**config.mk**
```make
export PLATFORM = sky130hd
export DESIGN_NAME = crossing_frame_scheduler
export DESIGN_NICKNAME = d
export VERILOG_FILES = /design/src/rtl/crossing_frame_scheduler.sv
export SDC_FILE = /design/constraint.sdc
export NUM_CORES = 1
export LEC_CHECK = 0
export CAP_MARGIN = 5
export CORE_ASPECT_RATIO = 1.1
export CORE_MARGIN = 10
export CORE_UTILIZATION = 46
export CTS_BUF_LIST = sky130_fd_sc_hd__clkbuf_8 sky130_fd_sc_hd__clkbuf_16
export DETAILED_ROUTE_END_ITERATION = 12
export PLACE_DENSITY = 0.76
export SYNTH_ARGS = -nofsm -noshare
export SYNTH_HDL_FRONTEND = slang
export SYNTH_SLANG_ARGS = --single-unit
```
**constraint.sdc**
```tcl
create_clock -name clk -period 2.2 [get_ports clk]
set_clock_uncertainty 0.15 [all_clocks]
set_input_delay 0.44 -clock clk [delete_from_list [all_inputs] [get_ports clk]]
set_output_delay 0.44 -clock clk [all_outputs]
set_load 0.02 [all_outputs]
```
**src/rtl/crossing_frame_scheduler.sv**
```systemverilog
// Frame scheduler: forwards one camera frame into the pattern-recognition pipeline, waits for its
// verdict, and debounces it into crossing_stable. Define CROSSING_SCHED_TIMEOUT_EN for the drain timeout.
module crossing_frame_scheduler #(
  parameter int IMG_WIDTH      = 320,
  parameter int IMG_HEIGHT     = 240,
  parameter int W              = 8,
  parameter int CONFIRM_FRAMES = 3,
  parameter int RELEASE_FRAMES = 3,
  parameter int DRAIN_TIMEOUT  = 4096
) (
  input  logic         clk,
  input  logic         rst,
  input  logic         enable,
  input  logic         cam_valid,
  output logic         cam_ready,
  input  logic [W-1:0] cam_data,
  output logic         pr_x_valid,
  input  logic         pr_x_ready,
  output logic [W-1:0] pr_x_data,
  input  logic         pr_detection_valid,
  input  logic         pr_crossing_detected,
  output logic         crossing_stable,
  output logic         frame_done,
  output logic [15:0]  frame_count,
  output logic         busy,
  output logic         timeout_err,
  output logic [1:0]   state_dbg
);

  localparam int NPIX   = IMG_WIDTH * IMG_HEIGHT;
  localparam int PIX_W  = $clog2(NPIX) + 1;
  localparam int HIT_W  = $clog2(CONFIRM_FRAMES) + 1;
  localparam int MISS_W = $clog2(RELEASE_FRAMES) + 1;

  typedef enum logic [1:0] {IDLE = 2'd0, STREAM = 2'd1, DRAIN = 2'd2, DECIDE = 2'd3} state_t;

  state_t              state, state_next;
  logic [PIX_W-1:0]    pix_cnt;
  logic [HIT_W-1:0]    hit_cnt;
  logic [MISS_W-1:0]   miss_cnt;
  logic                verdict, got;
  logic                pix_accept, last_pix, drain_expire;

  // Handshake: a pixel moves on any cycle where valid and ready are both high in STREAM;
  // the camera sees the pipeline's ready directly, so no buffering sits in between.
  assign pr_x_data = cam_data;
  assign last_pix  = (pix_cnt == PIX_W'(NPIX - 1));
  assign busy      = (state != IDLE);
  assign state_dbg = state;

`ifdef CROSSING_SCHED_TIMEOUT_EN
  localparam int DRN_W = $clog2(DRAIN_TIMEOUT) + 1;
  logic [DRN_W-1:0] drain_cnt;
  logic             timeout_q;

  assign drain_expire = (state == DRAIN) && !got && !pr_detection_valid &&
                        (drain_cnt == DRN_W'(DRAIN_TIMEOUT - 1));
  assign timeout_err  = timeout_q;

  always_ff @(posedge clk) begin
    if (rst) begin
      drain_cnt <= '0;
      timeout_q <= 1'b0;
    end else begin
      drain_cnt <= (state == DRAIN) ? drain_cnt + 1'b1 : '0;
      if (drain_expire) timeout_q <= 1'b1;
    end
  end
`else
  assign drain_expire = 1'b0;
  assign timeout_err  = 1'b0;
`endif

  always_comb begin
    state_next = state;
    cam_ready  = 1'b0;
    pr_x_valid = 1'b0;
    frame_done = 1'b0;
    pix_accept = 1'b0;
    if (!rst) begin
      case (state)
        IDLE: if (enable) state_next = STREAM;
        STREAM: begin
          pr_x_valid = cam_valid;
          cam_ready  = pr_x_ready;
          pix_accept = cam_valid && pr_x_ready;
          if (pix_accept && last_pix) state_next = DRAIN;
        end
        DRAIN: if (got || pr_detection_valid || drain_expire) state_next = DECIDE;
        DECIDE: begin
          frame_done = 1'b1;
          state_next = enable ? STREAM : IDLE;
        end
        default: state_next = IDLE;
      endcase
    end
  end

  always_ff @(posedge clk) begin
    if (rst) begin
      state           <= IDLE;
      pix_cnt         <= '0;
      verdict         <= 1'b0;
      got             <= 1'b0;
      hit_cnt         <= '0;
      miss_cnt        <= '0;
      crossing_stable <= 1'b0;
      frame_count     <= '0;
    end else begin
      state <= state_next;
      if (state == IDLE || state == DECIDE) pix_cnt <= '0;
      else if (pix_accept)                  pix_cnt <= pix_cnt + 1'b1;

      // Verdicts only count while a frame is in flight; the latest pulse overwrites earlier ones.
      if ((state == STREAM || state == DRAIN) && pr_detection_valid) begin
        verdict <= pr_crossing_detected;
        got     <= 1'b1;
      end else if (drain_expire) begin
        verdict <= 1'b0;
      end

      if (state == DECIDE) begin
        got         <= 1'b0;
        frame_count <= frame_count + 16'd1;
        if (verdict) begin
          miss_cnt <= '0;
          if (hit_cnt < HIT_W'(CONFIRM_FRAMES)) hit_cnt <= hit_cnt + 1'b1;
          if (hit_cnt >= HIT_W'(CONFIRM_FRAMES - 1)) crossing_stable <= 1'b1;
        end else begin
          hit_cnt <= '0;
          if (miss_cnt < MISS_W'(RELEASE_FRAMES)) miss_cnt <= miss_cnt + 1'b1;
          if (miss_cnt >= MISS_W'(RELEASE_FRAMES - 1)) crossing_stable <= 1'b0;
        end
      end
    end
  end

endmodule

```
# Word level (Yosys, flattened, before mapping)
# Index checks and enable logic that the tools add are counted.
[totals] ff_bits=45 elab_cells=61 output_inout_bits=32
[classes] n_mux=20 eq_ne=9 n_reduce_logical=16 magnitude_cmp=4 addsub=4
[op_table] operator="adder 18 x 1 -> 18 bit (second input constant)" n=1
[op_table] operator="equality test 18 x 17 -> 1 bit (second input constant)" n=1
[op_table] operator="adder 16 x 1 -> 16 bit (second input constant)" n=1
[op_table] operator="two-way mux 1 bit" n=12
[op_table] operator="two-way mux 3 bit" n=4
[op_table] operator="one-hot mux 2 bit (4 select lines)" n=1
[op_table] operator="adder 3 x 1 -> 3 bit (second input constant)" n=2
[op_table] operator=">= comparator 3 x 2 -> 1 bit (second input constant)" n=2
[op_table] operator="< comparator 3 x 2 -> 1 bit (second input constant)" n=2
[op_table] operator="two-way mux 2 bit" n=3
[op_table] operator="!= test 2 bit (second input constant)" n=3
[op_table] operator="AND reduction 3 bit" n=2
[op_table] operator="nonzero test 2 bit" n=3
[op_table] operator="equality test 2 bit (second input constant)" n=2
[op_table] operator="!= test 2 x 1 -> 1 bit (second input constant)" n=2
[op_table] operator="AND reduction 2 bit" n=2
[op_table] operator="OR reduction 2 bit" n=2
[op_table] operator="logical AND 1 bit" n=3
[op_table] operator="logical OR 1 bit" n=3
[op_table] operator="equality test 2 x 1 -> 1 bit (second input constant)" n=1
[op_table] operator="zero test 2 bit" n=1

# Longest topological paths before layout
# Gate-level depths: netlist (run 1).
[depth] depth_word=4 ltp_mapped=7

# Worst setup path after synthesis (run 1)
# No wires, ideal clock.
[synth_timing] kind="register -> register" startpoint="reg state[0], in the netlist state_dbg[0]" endpoint="reg pix_cnt[17]" slack_ns=-0.073 path_buffers=1 setup_ns=0.071 synth_period_minus_slack_ns=2.273 path_stages_with_launch=7 t_arrival_ns=2.052 path_cell_list="dfxtp_1 > ha_1 > nand4b_4 > or4_1 > buf_2 > or4_1 > a21oi_1"
[synth_via] elab_chain_len=3 word_cells_on_any_way=7
[synth_rtl] item="from (decl)" line_no="37" rtl="state_t state, state_next;"
[synth_rtl] item="from (signal assigned)" line_no="110" rtl="state <= state_next;"
[synth_rtl] item="equality test 2 x 1 -> 1 bit (tied with other cells)" line_no="81" rtl="case (state)"
[synth_rtl] item="two-way mux 1 bit or logical OR 1 bit (tied branches)" line_no="81, 111"
[synth_rtl] item="two-way mux 1 bit or OR reduction 2 bit (tied branches)"
[synth_rtl] item="to (signal assigned)" line_no="112" rtl="else if (pix_accept) pix_cnt <= pix_cnt + 1'b1;"
[synth_rtl] item="to (decl)" line_no="38" rtl="logic [PIX_W-1:0] pix_cnt;"
# Parallel ways exist; a longest one is shown, timed or not.
# A chain may end at the register's enable or synchronous reset.

# Worst setup path after layout (run 1)
[layout_timing] startpoint="in cam_valid" endpoint="reg pix_cnt[17]"
[layout_via] elab_chain_len=3
[layout_rtl] item="from (decl)" line_no="14" rtl="input logic cam_valid,"
[layout_rtl] item="logical AND 1 bit" line_no="86" rtl="pix_accept = cam_valid && pr_x_ready;"
[layout_rtl] item="two-way mux 1 bit" line_no="81"
[layout_rtl] item="two-way mux 1 bit" line_no="80" rtl="if (!rst) begin"
# No other way between the ends.

==> results of run 1 <==
-- logic make-up after synthesis --
group / after synthesis / share of synthesized area [%]
AND/OR/NAND/NOR: 110 / 27.2
AO/OA/AOI/OAI: 45 / 11.1
flip-flops: 45 / 40.3
buffers and inverters: 28 / 6.32
XOR/XNOR: 19 / 7.44
adder cells (fa/ha/maj): 10 / 5.59
multiplexers: 4 / 1.90
other: 1 / 0.168
-- where the power goes --
part / total, W / switching, W / internal (W)
combinational: 0.000484 / 0.000267 / 0.000217
clock: 0.000640 / 0.000274 / 0.000366
sequential: 0.000889 / 0.0000389 / 0.000850
total: 0.00201 / 0.000580 / 0.00143
-- layer usage --
metal | track usage [%] | vias to the layer above
met4 | 4.05 | 0
met1 | 14.3 | 880
li1 | - | 988
met5 | 0 | -
met2 | 20.1 | 39
met3 | 5.73 | 6
-- metrics by stage --
stage	std cells	power, W	setup TNS (ps)	setup WS [ps]	area [sq um]
final	354	0.00201	0	35.7	2740
after global routing	354	0.00213	-15.7	-15.7	2740
after CTS	354	0.00204	0	1.67	2740
after detailed placement	346	0.00141	-3200	-370	2630
after global placement	346	0.00140	-2510	-260	2630
after floorplan	262	0.00121	0	30.9	2240
-- area by class of cell --
type / instances / area [sq um] / area share (%)
Sequential cell: 45 / 903 / 32.9
Timing Repair Buffer: 46 / 410 / 15.0
Multi-Input combinational cell: 189 / 1200 / 43.9
Tap cell: 56 / 70.1 / 2.55
Clock buffer: 6 / 82.6 / 3.01
Inverter: 10 / 37.5 / 1.37
Clock inverter: 2 / 33.8 / 1.23
-- how the worst max path moves through the flow --
| stage | startpoint | endpoint | slack, ps | depth (start not counted) |
|---|---|---|---|---|
| after floorplan | state_dbg[1]$_SDFFE_PP0P_ | pix_cnt[17]$_SDFFE_PP0P_ | 30 | 7 |
| after global placement | cam_valid | pix_cnt[17]$_SDFFE_PP0P_ | -260 | 5 |
| after detailed placement | cam_valid | pix_cnt[17]$_SDFFE_PP0P_ | -370 | 5 |
| after CTS | cam_valid | pix_cnt[12]$_SDFFE_PP0P_ | 2 | 6 |
| after global routing | state_dbg[1]$_SDFFE_PP0P_ | pix_cnt[17]$_SDFFE_PP0P_ | -20 | 6 |
| final | cam_valid | pix_cnt[17]$_SDFFE_PP0P_ | 40 | 5 |
-- sequential cells by signal (all words and copies together) (netlist names) --
register,cells
pix_cnt,18
frame_count,16
hit_cnt,3
miss_cnt,3
state_dbg,2
crossing_stable,1
got,1
verdict,1
-- placed cells by master (no fill, tap or decap), types with 3 or more instances in the layout --
master / netlist / final
nor3_1: 6 / 6
inv_1: 10 / 11
ha_1: 10 / 9
nor4_1: 5 / 5
nand4_1: 8 / 8
nor2b_1: 3 / 3
nand2_1: 18 / 18
dfxtp_1: 45 / 43
clkdlybuf4s50_1: 0 / 25
nor2_1: 24 / 24
clkbuf_8: 0 / 6
a21oi_1: 25 / 25
buf_4: 9 / 17
and4_1: 4 / 4
xor2_1: 7 / 7
or3_1: 13 / 13
xnor2_1: 12 / 12
o21ai_0: 12 / 12
nand3_1: 14 / 14
-- tightest hold or removal path: cells and delay by family, from the launching register on --
family | cells | cell delay [ps]
flops | 1 | 340
compound gates | 1 | 50
simple gates | 1 | 60
-- synth_stat cells, drive strengths merged --
cell    instances  share of area, %
xor2            7               2.7
mux2i           2              0.89
inv            10               1.7
and3            1              0.28
nor2b           3              0.84
nand2          18               3.0
conb            1              0.17
nor3            6               1.3
a21oi          25               5.6
xnor2          12               4.7
clkbuf          5              0.84
nor2           24               4.0
buf            13               3.8
or3b            1              0.39
nand4           8               2.2
and4            4               1.6
o31ai           1              0.34
o21ai          12               2.7
a31oi           1              0.28
a311oi          1              0.39
or4b            2              0.89
and3b           2              0.78
nand4b          1               1.1
nand3          14               3.1
nor4            5               1.4
nor3b           1              0.34
o211ai          1              0.34
ha             10               5.6
mux2            2               1.0
dfxtp          45                40
o21a            1              0.34
o41ai           1              0.39
a211oi          1              0.34
a221oi          1              0.39
or2             1              0.28
and4b           1              0.45
nand2b          2              0.56
or4             3               1.0
or3            13               3.6
-- repair_timing --
action	4_1_cts	5_1_grt
pin swaps	0	0
endpoints found under the setup margin	5	7
resized for setup	5	4
==> results_dict.tcl, run 1 <==
set metrics [dict create \
    final_nets 322 \
    utilization_pct 58.5 \
    antenna_found_initial 0 \
    post-route-min-period_ps 2160 \
    h-tree-depth 2 \
    cp.required_ps 2280 \
    dieWidth_um 86.5 \
    ys_seq_elements 45 \
    cts.sinks 45 \
    drt-met1-wl_um 2220 \
    r2r_start "state_dbg[1]$_SDFFE_PP0P_" \
    drc 0 \
    startpoint_type "primary input" \
    core_region_area_sq_um 4680 \
    worst-endpoint-arrival_ps 2240 \
    num_rows 26 \
    clk_transition_reported_paths_ps 80 \
    drt-initial-drc-count 92 \
    final.fill_count 415 \
    n_antenna_cell 0 \
    die_h_um 93.1 \
    path_buf_inv 1 \
    slew_violations 0 \
    drive_above_1_share_pct 12.4 \
    cts_hold_buf 0 \
    reg2reg_depth 6 \
    hold_ws_ps 338 \
    post_cts_buffers 0 \
    areaGrowthSynthToFinish_pct 22.6 \
    wl_um 4900 \
    min_from "miss_cnt[1]$_SDFFE_PP0P_" \
    hpwl_um 3610 \
    die-area_sq_um 8060 \
    wl_per_cell_um 13.8 \
    crit_family "simple AND/OR/NAND/NOR gates" \
    path_max_fanout 9 \
    ir_drop_uv 432 \
    max_freq_mhz 462 \
    syn_area_sq_um 2240 \
    maxCapViolCount 0 \
    cts_tree "yes" \
    reg2reg_to "pix_cnt[17]$_SDFFE_PP0P_" \
    rsz0062_at_grt "yes" \
    via_per_inst 5.40 \
    period_share_pct 98.4 \
    synth.avg_cell_area_sq_um 8.54 \
    postSynthNetCount 287 \
    pin_count 47 \
    power_leakage_nw 0.953 \
    crit_slowest_cell "clkdlybuf4s50_1" \
    worstSkewPairLatency_ps 300 \
    portBuffers 29 \
    min_path_type "reg -> reg" \
    grt_pass1_wl_um 8510 \
    cp-end-kind "flip-flop" \
    synthCells 262 \
    ys_types 41 \
    status "finished clean" \
    yosys_warnings 0 \
    root_buffer "clkbuf_8" \
    grt.total_usage_pct 12.5 \
    detailedRoute.firstPassIterationCount 4 \
    setup_viol 0 \
    min_path_cells 2 \
    reg2reg_setup_slack_ps 80 \
    cts_buffer_depth 2 \
    place_congestion 0.834 \
    dr_wl_met2_um 2240 \
    hold_viol 0 \
    start_util_pct 47.8 \
    powerDensity_nw_per_um2 734 \
    grt_max_degree 32 \
    highest_layer "met4" \
    holdPathEnd "miss_cnt[1]$_SDFFE_PP0P_" \
    ant_nets 0 \
    dr_wl_met3_um 376 \
    max_stage_delay_ps 550 \
    overflow 0 \
    path_class "in -> reg" \
    vias 1913 \
    grt_pass1_vias 1925 \
    cts_made_buffers 5 \
    path_cells "clkdlybuf4s50_1, nand4b_4, or4_4, or4_1, a21oi_1" \
    ys_seq_area_share_pct 40.3 \
]
Power figures use the tool's default switching activity.
==> inputs of run 2 (changes only) <==
--- a/config.mk
+++ b/config.mk
@@ -5,7 +5,7 @@
 export SDC_FILE = /design/constraint.sdc
 export NUM_CORES = 1
 export LEC_CHECK = 0
-export CAP_MARGIN = 5
+export CAP_MARGIN = 10
 export CORE_ASPECT_RATIO = 1.1
 export CORE_MARGIN = 10
 export CORE_UTILIZATION = 46
==> results of run 2 <==
Final layout, timing and power as in run 1 (identical DEF).
